`src/rtl/draw_cmd_dispatch.sv`:
```
// Draw-pipeline front end: buffers draw commands in a small FIFO, launches one
// engine at a time, and steers the framebuffer coordinate muxes via SEL.
module draw_cmd_dispatch #(
  parameter int X_W        = 10,
  parameter int Y_W        = 9,
  parameter int COLOR_W    = 8,
  parameter int FIFO_DEPTH = 4,
  parameter int TIMEOUT    = 4096
) (
  input  logic               CLK,
  input  logic               RST_N,
  input  logic               cmd_valid,
  output logic               cmd_ready,
  input  logic [3:0]         cmd_op,
  input  logic [X_W-1:0]     cmd_x0,
  input  logic [Y_W-1:0]     cmd_y0,
  input  logic [X_W-1:0]     cmd_x1,
  input  logic [Y_W-1:0]     cmd_y1,
  input  logic [COLOR_W-1:0] cmd_color,
  output logic [5:0]         eng_start,
  input  logic [5:0]         eng_done,
  output logic [X_W-1:0]     arg_x0,
  output logic [Y_W-1:0]     arg_y0,
  output logic [X_W-1:0]     arg_x1,
  output logic [Y_W-1:0]     arg_y1,
  output logic [COLOR_W-1:0] arg_color,
  output logic [3:0]         SEL,
  output logic               busy,
  output logic               err_op,
  output logic               err_timeout
);

  localparam int AW = $clog2(FIFO_DEPTH);
  localparam int TW = $clog2(TIMEOUT);
  localparam int EW = 4 + 2 * X_W + 2 * Y_W + COLOR_W;

  localparam logic [1:0] S_IDLE  = 2'd0;
  localparam logic [1:0] S_START = 2'd1;
  localparam logic [1:0] S_WAIT  = 2'd2;
  localparam logic [1:0] S_DRAIN = 2'd3;

  localparam logic [3:0]    SEL_IDLE   = 4'd15;
  localparam logic [TW-1:0] TIMER_LAST = TW'(TIMEOUT - 1);

  logic [EW-1:0]      mem [FIFO_DEPTH];
  logic [AW:0]        wr_ptr, rd_ptr;
  logic               full, empty, push, pop;

  logic [3:0]         head_op;
  logic [X_W-1:0]     head_x0, head_x1;
  logic [Y_W-1:0]     head_y0, head_y1;
  logic [COLOR_W-1:0] head_color;
  logic [5:0]         head_onehot;

  logic [1:0]         state;
  logic [5:0]         cur_onehot;
  logic [TW-1:0]      timer;

  // The extra pointer bit distinguishes a full ring from an empty one.
  assign empty     = (wr_ptr == rd_ptr);
  assign full      = (wr_ptr[AW] != rd_ptr[AW]) && (wr_ptr[AW-1:0] == rd_ptr[AW-1:0]);
  assign cmd_ready = !full;
  assign push      = cmd_valid && !full;
  assign pop       = (state == S_IDLE) && !empty;
  assign busy      = (state != S_IDLE) || !empty;

  assign {head_op, head_x0, head_y0, head_x1, head_y1, head_color} = mem[rd_ptr[AW-1:0]];

  // NOTE: every variable written in always_comb gets a default first so no latch is inferred.
  always_comb begin
    head_onehot = '0;
    case (head_op)
      4'd0:    head_onehot = 6'b000001;
      4'd1:    head_onehot = 6'b000010;
      4'd2:    head_onehot = 6'b000100;
      4'd3:    head_onehot = 6'b001000;
      4'd4:    head_onehot = 6'b010000;
      4'd10:   head_onehot = 6'b100000;
      default: head_onehot = '0;
    endcase
  end

  // NOTE: command storage has no reset; the pointers alone define which entries are valid.
  always_ff @(posedge CLK) begin
    if (push) mem[wr_ptr[AW-1:0]] <= {cmd_op, cmd_x0, cmd_y0, cmd_x1, cmd_y1, cmd_color};
  end

  // NOTE: sequential state uses non-blocking assignments so every flop samples pre-edge values.
  always_ff @(posedge CLK or negedge RST_N) begin
    if (!RST_N) begin
      wr_ptr <= '0;
      rd_ptr <= '0;
    end else begin
      if (push) wr_ptr <= wr_ptr + 1'b1;
      if (pop)  rd_ptr <= rd_ptr + 1'b1;
    end
  end

  always_ff @(posedge CLK or negedge RST_N) begin
    if (!RST_N) begin
      state       <= S_IDLE;
      SEL         <= SEL_IDLE;
      cur_onehot  <= '0;
      eng_start   <= '0;
      timer       <= '0;
      err_op      <= 1'b0;
      err_timeout <= 1'b0;
      arg_x0      <= '0;
      arg_y0      <= '0;
      arg_x1      <= '0;
      arg_y1      <= '0;
      arg_color   <= '0;
    end else begin
      eng_start   <= '0;
      err_op      <= 1'b0;
      err_timeout <= 1'b0;
      case (state)
        S_IDLE: begin
          if (pop) begin
            if (|head_onehot) begin
              arg_x0     <= head_x0;
              arg_y0     <= head_y0;
              arg_x1     <= head_x1;
              arg_y1     <= head_y1;
              arg_color  <= head_color;
              SEL        <= head_op;
              cur_onehot <= head_onehot;
              eng_start  <= head_onehot;
              state      <= S_START;
            end else begin
              err_op <= 1'b1;
            end
          end
        end
        S_START: begin
          timer <= '0;
          state <= S_WAIT;
        end
        S_WAIT: begin
          // Done from the active engine wins over a same-cycle timeout.
          if (|(eng_done & cur_onehot)) begin
            state <= S_DRAIN;
          end else if (timer == TIMER_LAST) begin
            err_timeout <= 1'b1;
            state       <= S_DRAIN;
          end else begin
            timer <= timer + 1'b1;
          end
        end
        S_DRAIN: begin
          SEL   <= SEL_IDLE;
          state <= S_IDLE;
        end
        default: state <= S_IDLE;
      endcase
    end
  end

endmodule

```
`config.mk`:
```
export PLATFORM = sky130hd
export DESIGN_NAME = draw_cmd_dispatch
export DESIGN_NICKNAME = d
export VERILOG_FILES = /design/src/rtl/draw_cmd_dispatch.sv
export SDC_FILE = /design/constraint.sdc
export NUM_CORES = 1
export LEC_CHECK = 0
export ABC_AREA = 0
export BUFFER_PORTS_ARGS = -buffer_cell sky130_fd_sc_hd__clkbuf_2
export CAP_MARGIN = 20
export CORE_ASPECT_RATIO = 0.75
export CORE_UTILIZATION = 55
export DETAILED_ROUTE_END_ITERATION = 8
export PLACE_DENSITY_LB_ADDON = 0.25
export SETUP_SLACK_MARGIN = 0.05
export SLEW_MARGIN = 10
export SYNTH_ARGS = -nofsm -noshare
export SYNTH_HDL_FRONTEND = slang
export SYNTH_SLANG_ARGS = --single-unit
```
`constraint.sdc`:
```
create_clock -name CLK -period 3.3 [get_ports CLK]
set_clock_uncertainty 0.05 [all_clocks]
set_input_delay 0.825 -clock CLK [delete_from_list [all_inputs] [get_ports CLK]]
set_output_delay 0.825 -clock CLK [all_outputs]
set_load 0.02 [all_outputs]
```
# Yosys cells after proc, flatten, opt, wreduce, memory -nomap -nowiden
# Memory sizes are Yosys's and may differ from the RTL's.
# Index checks and enable logic that the tools add are counted.
[op_classes]
n_addsub = 3
eq_ne = 17
n_mux = 23
bitwise_logic = 1
reduce_logical = 17
[ops]
columns = ["cell", "count"]
rows = [
  ["$pmux W6 S6", 1],
  ["$mux W12", 2],
  ["$pmux W12 S2", 1],
  ["$mux W6", 3],
  ["$add A12 B1 Y12 const B", 1],
  ["$eq A12 B12 Y1 const B", 1],
  ["$reduce_and A3 Y1", 4],
  ["$reduce_or A6 Y1", 2],
  ["$eq A4 B2 Y1 const B", 2],
  ["$mux W1", 8],
  ["$mux W2", 4],
  ["$mux W4", 2],
  ["$pmux W2 S4", 1],
  ["$pmux W4 S2", 1],
  ["$add A3 B1 Y3 const B", 2],
  ["$and A6 B6 Y6", 1],
  ["$ne A2 B2 Y1 const B", 3],
  ["$reduce_bool A2 Y1", 3],
  ["$eq A2 B2 Y1 const B", 2],
  ["$eq A4 B1 Y1 const B", 1],
  ["$eq A4 B3 Y1 const B", 1],
  ["$eq A4 B4 Y1 const B", 1],
  ["$logic_not A4 Y1", 1],
  ["$eq A3 B3 Y1", 1],
  ["other kinds (9)", 12],
]
[totals]
reg_bits = 84
ramBits = 200
in_bits = 59
n_memories = 1
[mem_list]
columns = ["name", "depth", "word_bits", "read_ports", "rd_ports_with_merged_regs", "wr", "line", "rtl"]
rows = [
  ["mem", 4, 50, 1, 0, 1, "45", "logic [EW-1:0] mem [FIFO_DEPTH];"],
]

# Logic depth before layout (Yosys ltp)
# An unclocked memory read counts as a cell.
[logic_depth]
depth_word = 7
ltp_mapped = 9

# Least setup slack after synthesis
# OpenSTA, ideal clock, no wires.
[synth_path]
kind = "reg-to-reg"
from = "register rd_ptr[1]"
to = "memory mem[3][0] (netlist name) (enable)"
t_arrival_ps = 2368
t_required_ps = 2835
setup_slack_ps = 467
stages_incl_launch_ff = 5
n_path_buf = 1
synth_period_minus_slack_ps = 2833
cell_sequence = "dfrtp_1 clkbuf_1 xnor2_1 nand3b_1 and3_1"
[synth_via]
elab_chain_len = 6
[synth_lines]
columns = ["item", "line", "rtl"]
rows = [
  ["start: declaration", "46", "logic [AW:0] wr_ptr, rd_ptr;"],
  ["start signal: assignment", "95", "if (pop) rd_ptr <= rd_ptr + 1'b1;"],
  ["$eq A2 B2 Y1", "61", "assign full = (wr_ptr[AW] != rd_ptr[AW]) && (wr_ptr[AW-1:0] == rd_ptr[AW-1:0]);"],
  ["$logic_and A1 B1 Y1", "61", ""],
  ["$logic_not A1 Y1", "--", ""],
  ["net cmd_ready", "13", "output logic cmd_ready,"],
  ["$logic_and A1 B1 Y1", "63", "assign push = cmd_valid && !full;"],
  ["$mux W1", "85", "if (push) mem[wr_ptr[AW-1:0]] <= {cmd_op, cmd_x0, cmd_y0, cmd_x1, cmd_y1, cmd_color};"],
  ["$mux W1 (implied by the code)", "85", ""],
  ["end: declaration", "45", ""],
]
# The timed path passes the listed nets, and every way through them passes these cells.

# Final worst setup path
[layout_path]
from = "register rd_ptr[0]"
to = "output port busy"
[layout_via]
elab_chain_len = 3
[layout_lines]
columns = ["item", "line", "rtl"]
rows = [
  ["$eq A3 B3 Y1", "60", "assign empty = (wr_ptr == rd_ptr);"],
  ["$logic_not A1 Y1", "65", "assign busy = (state != S_IDLE) || !empty;"],
  ["$logic_or A1 B1 Y1", "65", ""],
  ["end: declaration", "28", "output logic busy,"],
]
# No other way between the ends.

==> impl_metrics.tcl <==
set metrics [dict create \
    yosysWarnings 0 \
    antenna_cells 0 \
    p_leak_nw 4.74 \
    critPathKind "reg2out" \
    cap_viol_max_count 0 \
    worstHoldPathType "in2async" \
    place_inst 906 \
    gp_congestion 0.867 \
    initial_core_util_pct 56.0 \
    htree_levels 1 \
    pwr-share-comb_pct 31.5 \
    syn-num-nets 614 \
    r2r_cells 5 \
    finalCritPeriodShare_pct 89.0 \
    cts_buffers 27 \
    syn_avg_cell_area_um2 19.9 \
    synthToLayoutAreaGrowth_pct 17.3 \
    relSlewSlack_pct 50.2 \
    met1_usage_pct 28.5 \
    synth_top_flop_cell "edfxtp_1" \
    top_usage_layer "met2" \
    multi_input_area_um2 2560 \
    internal_power_mw 8.36 \
    use_met2_pct 33.1 \
    status "finished clean" \
    power.density_nw_per_um2 963 \
    syn_area_um2 10800 \
    nFillCells 1315 \
    seqPwrFrac_pct 43.8 \
    antenna_found_initial 1 \
    fin_setup_tns_ns 0 \
    first_iter_violations 331 \
    core_um2 19300 \
    grt_overflow 0 \
    nets 751 \
    final_cell_count_no_fill 956 \
    post_drt_wl_per_cell_um 20.9 \
    switchingPower_mw 3.85 \
    drive_gt1_share_pct 38.1 \
    wl_mm 19.9 \
    yosysMostFrequentCell "edfxtp_1" \
    cp_max_fo 13 \
    p_clk_share_pct 24.7 \
    grt_first_pass_wirelength_mm 30.7 \
    synthTopCellsByArea "edfxtp_1 (56%), dfrtp_1 (19%), mux4_2 (10%), mux2_2 (3.1%), mux2_1 (2.0%)" \
    finalHoldViolCount 0 \
    port_buffers 118 \
    synthDistinctLibCells 42 \
    clk_pin_slew_worst_paths_ns 0.06 \
    synth-seq-cells 284 \
    ir_worst_vdd_mv 0.572 \
    cts_buffer_depth 3 \
    hold_ws_ns 0.164 \
    cts_hold_buf 0 \
    crit_required_ns 2.42 \
    final_max_slew_viol_count 0 \
    ant_nets 0 \
    p_sw_share_pct 31.5 \
    grt_setup_unrepaired "no" \
    tritoncts "built" \
    viasPerCell 5.73 \
    global_route.usage.met3_pct 4.93 \
    std_cell_rows 44 \
    cts-root-buf "clkbuf_16" \
    setup_viol 0 \
    seq_area_frac_synth_pct 75.0 \
    grtUsageTotal_pct 20.4 \
    seq_area_um2 8120 \
    cp-start-kind "flop" \
    endpoint_kind "output port" \
    yosysTopAreaCellShare_pct 55.5 \
    final_area_um2 12700 \
    synth-async-reset-ratio_pct 29.6 \
    fmax_ghz 0.340 \
    drt_first_pass_iters 7 \
    fp.dieW_um 164 \
    yosys.area.top_type "edfxtp_1" \
    synthCells 545 \
    boundaryPins 119 \
    grt_start_max_net_pins 51 \
    cts_resized 0 \
    tightest_slew_ns 0.746 \
    clock_latency_ns 0.53 \
    drc 0 \
    die_y_um 123 \
    ys_top_cells_by_count "edfxtp_1 (200), dfrtp_1 (80), mux4_2 (50)" \
    clock-sinks 284 \
    fp.dieArea_um2 20200 \
    place_area_um2 11800 \
    post_cts_buffers 0 \
    synth_edf_count 200 \
    grt_pass1_vias 5607 \
    cp.arrival_ns 2.06 \
    via_count 5476 \
    period_minus_slack_ns 2.94 \
    dp_hpwl_mm 12.2 \
]
worst max-delay path, cell delays in order (launching register included):
cell and delay, ns:
dfrtp_4 0.59, xnor2_1 0.34, and3_1 0.29, nand2_1 0.13
clkbuf_2 0.18
cell type report:
type | instances | area share, %
Sequential cell | 284 | 64.0
Clock buffer | 37 | 6.26
Clock inverter | 13 | 0.720
Multi-Input combinational cell | 227 | 20.2
Tap cell | 253 | 2.50
Timing Repair Buffer | 130 | 5.98
Inverter | 12 | 0.355
cell families (layout without fill, tap and decap cells):
group                      count (synthesis)  in the layout  synth area share (%)
AOI/OAI and AO/OA                         26             26                  1.84
xor gates and xnor gates                  17             17                  1.38
adders and majority gates                 10             10                  1.16
buffers and inverters                     34            192                  1.45
DFF                                      284            284                  75.0
muxes                                    102            102                  15.8
and+or+nand+nor                           72             72                  3.42
power by group through the flow:
stage,clock network [mW],logic [mW],registers [mW]
final,3.02,3.85,5.35
after global placement,0,3.79,5.37
after floorplan,0,2.43,5.65
after CTS,3.07,3.92,5.36
after global routing,3.19,4.18,5.44
after detailed placement,0,3.90,5.42
registers in the layout (all words and copies together) (netlist names):
register and cells:
mem 200, timer 12, arg_x0 10, arg_x1 10
arg_y0 9, arg_y1 9, arg_color 8, cur_onehot 6
eng_start 6, SEL 4, rd_ptr 3, wr_ptr 3
state 2, err_op 1, err_timeout 1
stage by stage:
step	util (%)	total power [mW]	setup WS, ns
CTS	65.7	12.4	0.352
floorplan	-	8.08	0.467
finish	65.7	12.2	0.363
global route	65.7	12.8	0.278
detailed placement	61.1	9.32	0.505
global placement	61.1	9.16	0.578
worst paths after layout:
kind	startpoint	endpoint	slack, ns
min reg2reg	arg_x1[5]	arg_x1[5]	0.43
max reg2reg	rd_ptr[0]	arg_x0[3]	0.50
min	RST_N	arg_x1[8]	0.16
min in group CLK	arg_x1[5]	arg_x1[5]	0.43
max	rd_ptr[0]	busy	0.36
max in group asynchronous	RST_N	arg_y1[4]	2.34
cell usage in the layout, fill, tap and decap left out, drive strengths merged, types with 2 or more instances in the layout:
cell type | synthesis | routed
mux2i | 3 | 3
mux4 | 50 | 50
nor3 | 3 | 3
nand3 | 4 | 4
nor2 | 19 | 19
o32a | 2 | 2
nand2 | 13 | 13
nor4b | 2 | 2
ha | 10 | 10
and2 | 2 | 2
o21bai | 5 | 5
clkinv | 0 | 11
mux2 | 49 | 49
dfstp | 4 | 4
nand4 | 3 | 3
clkbuf | 11 | 154
xnor2 | 16 | 16
a211oi | 4 | 4
buf | 11 | 13
o21ai | 5 | 5
edfxtp | 200 | 200
nand2b | 3 | 3
a31o | 2 | 2
dfrtp | 80 | 80
and3 | 8 | 8
nand3b | 2 | 2
inv | 12 | 13
o22a | 2 | 2
nor4 | 11 | 11
routing by layer:
layer / up-vias / share of wire, %
met2: 184 / 47
met3: 30 / 7.2
li1: 2417 / -
met5: - / 0.055
met4: 2 / 1.7
met1: 2843 / 44
No activity file was read; power rests on OpenSTA's default activity.
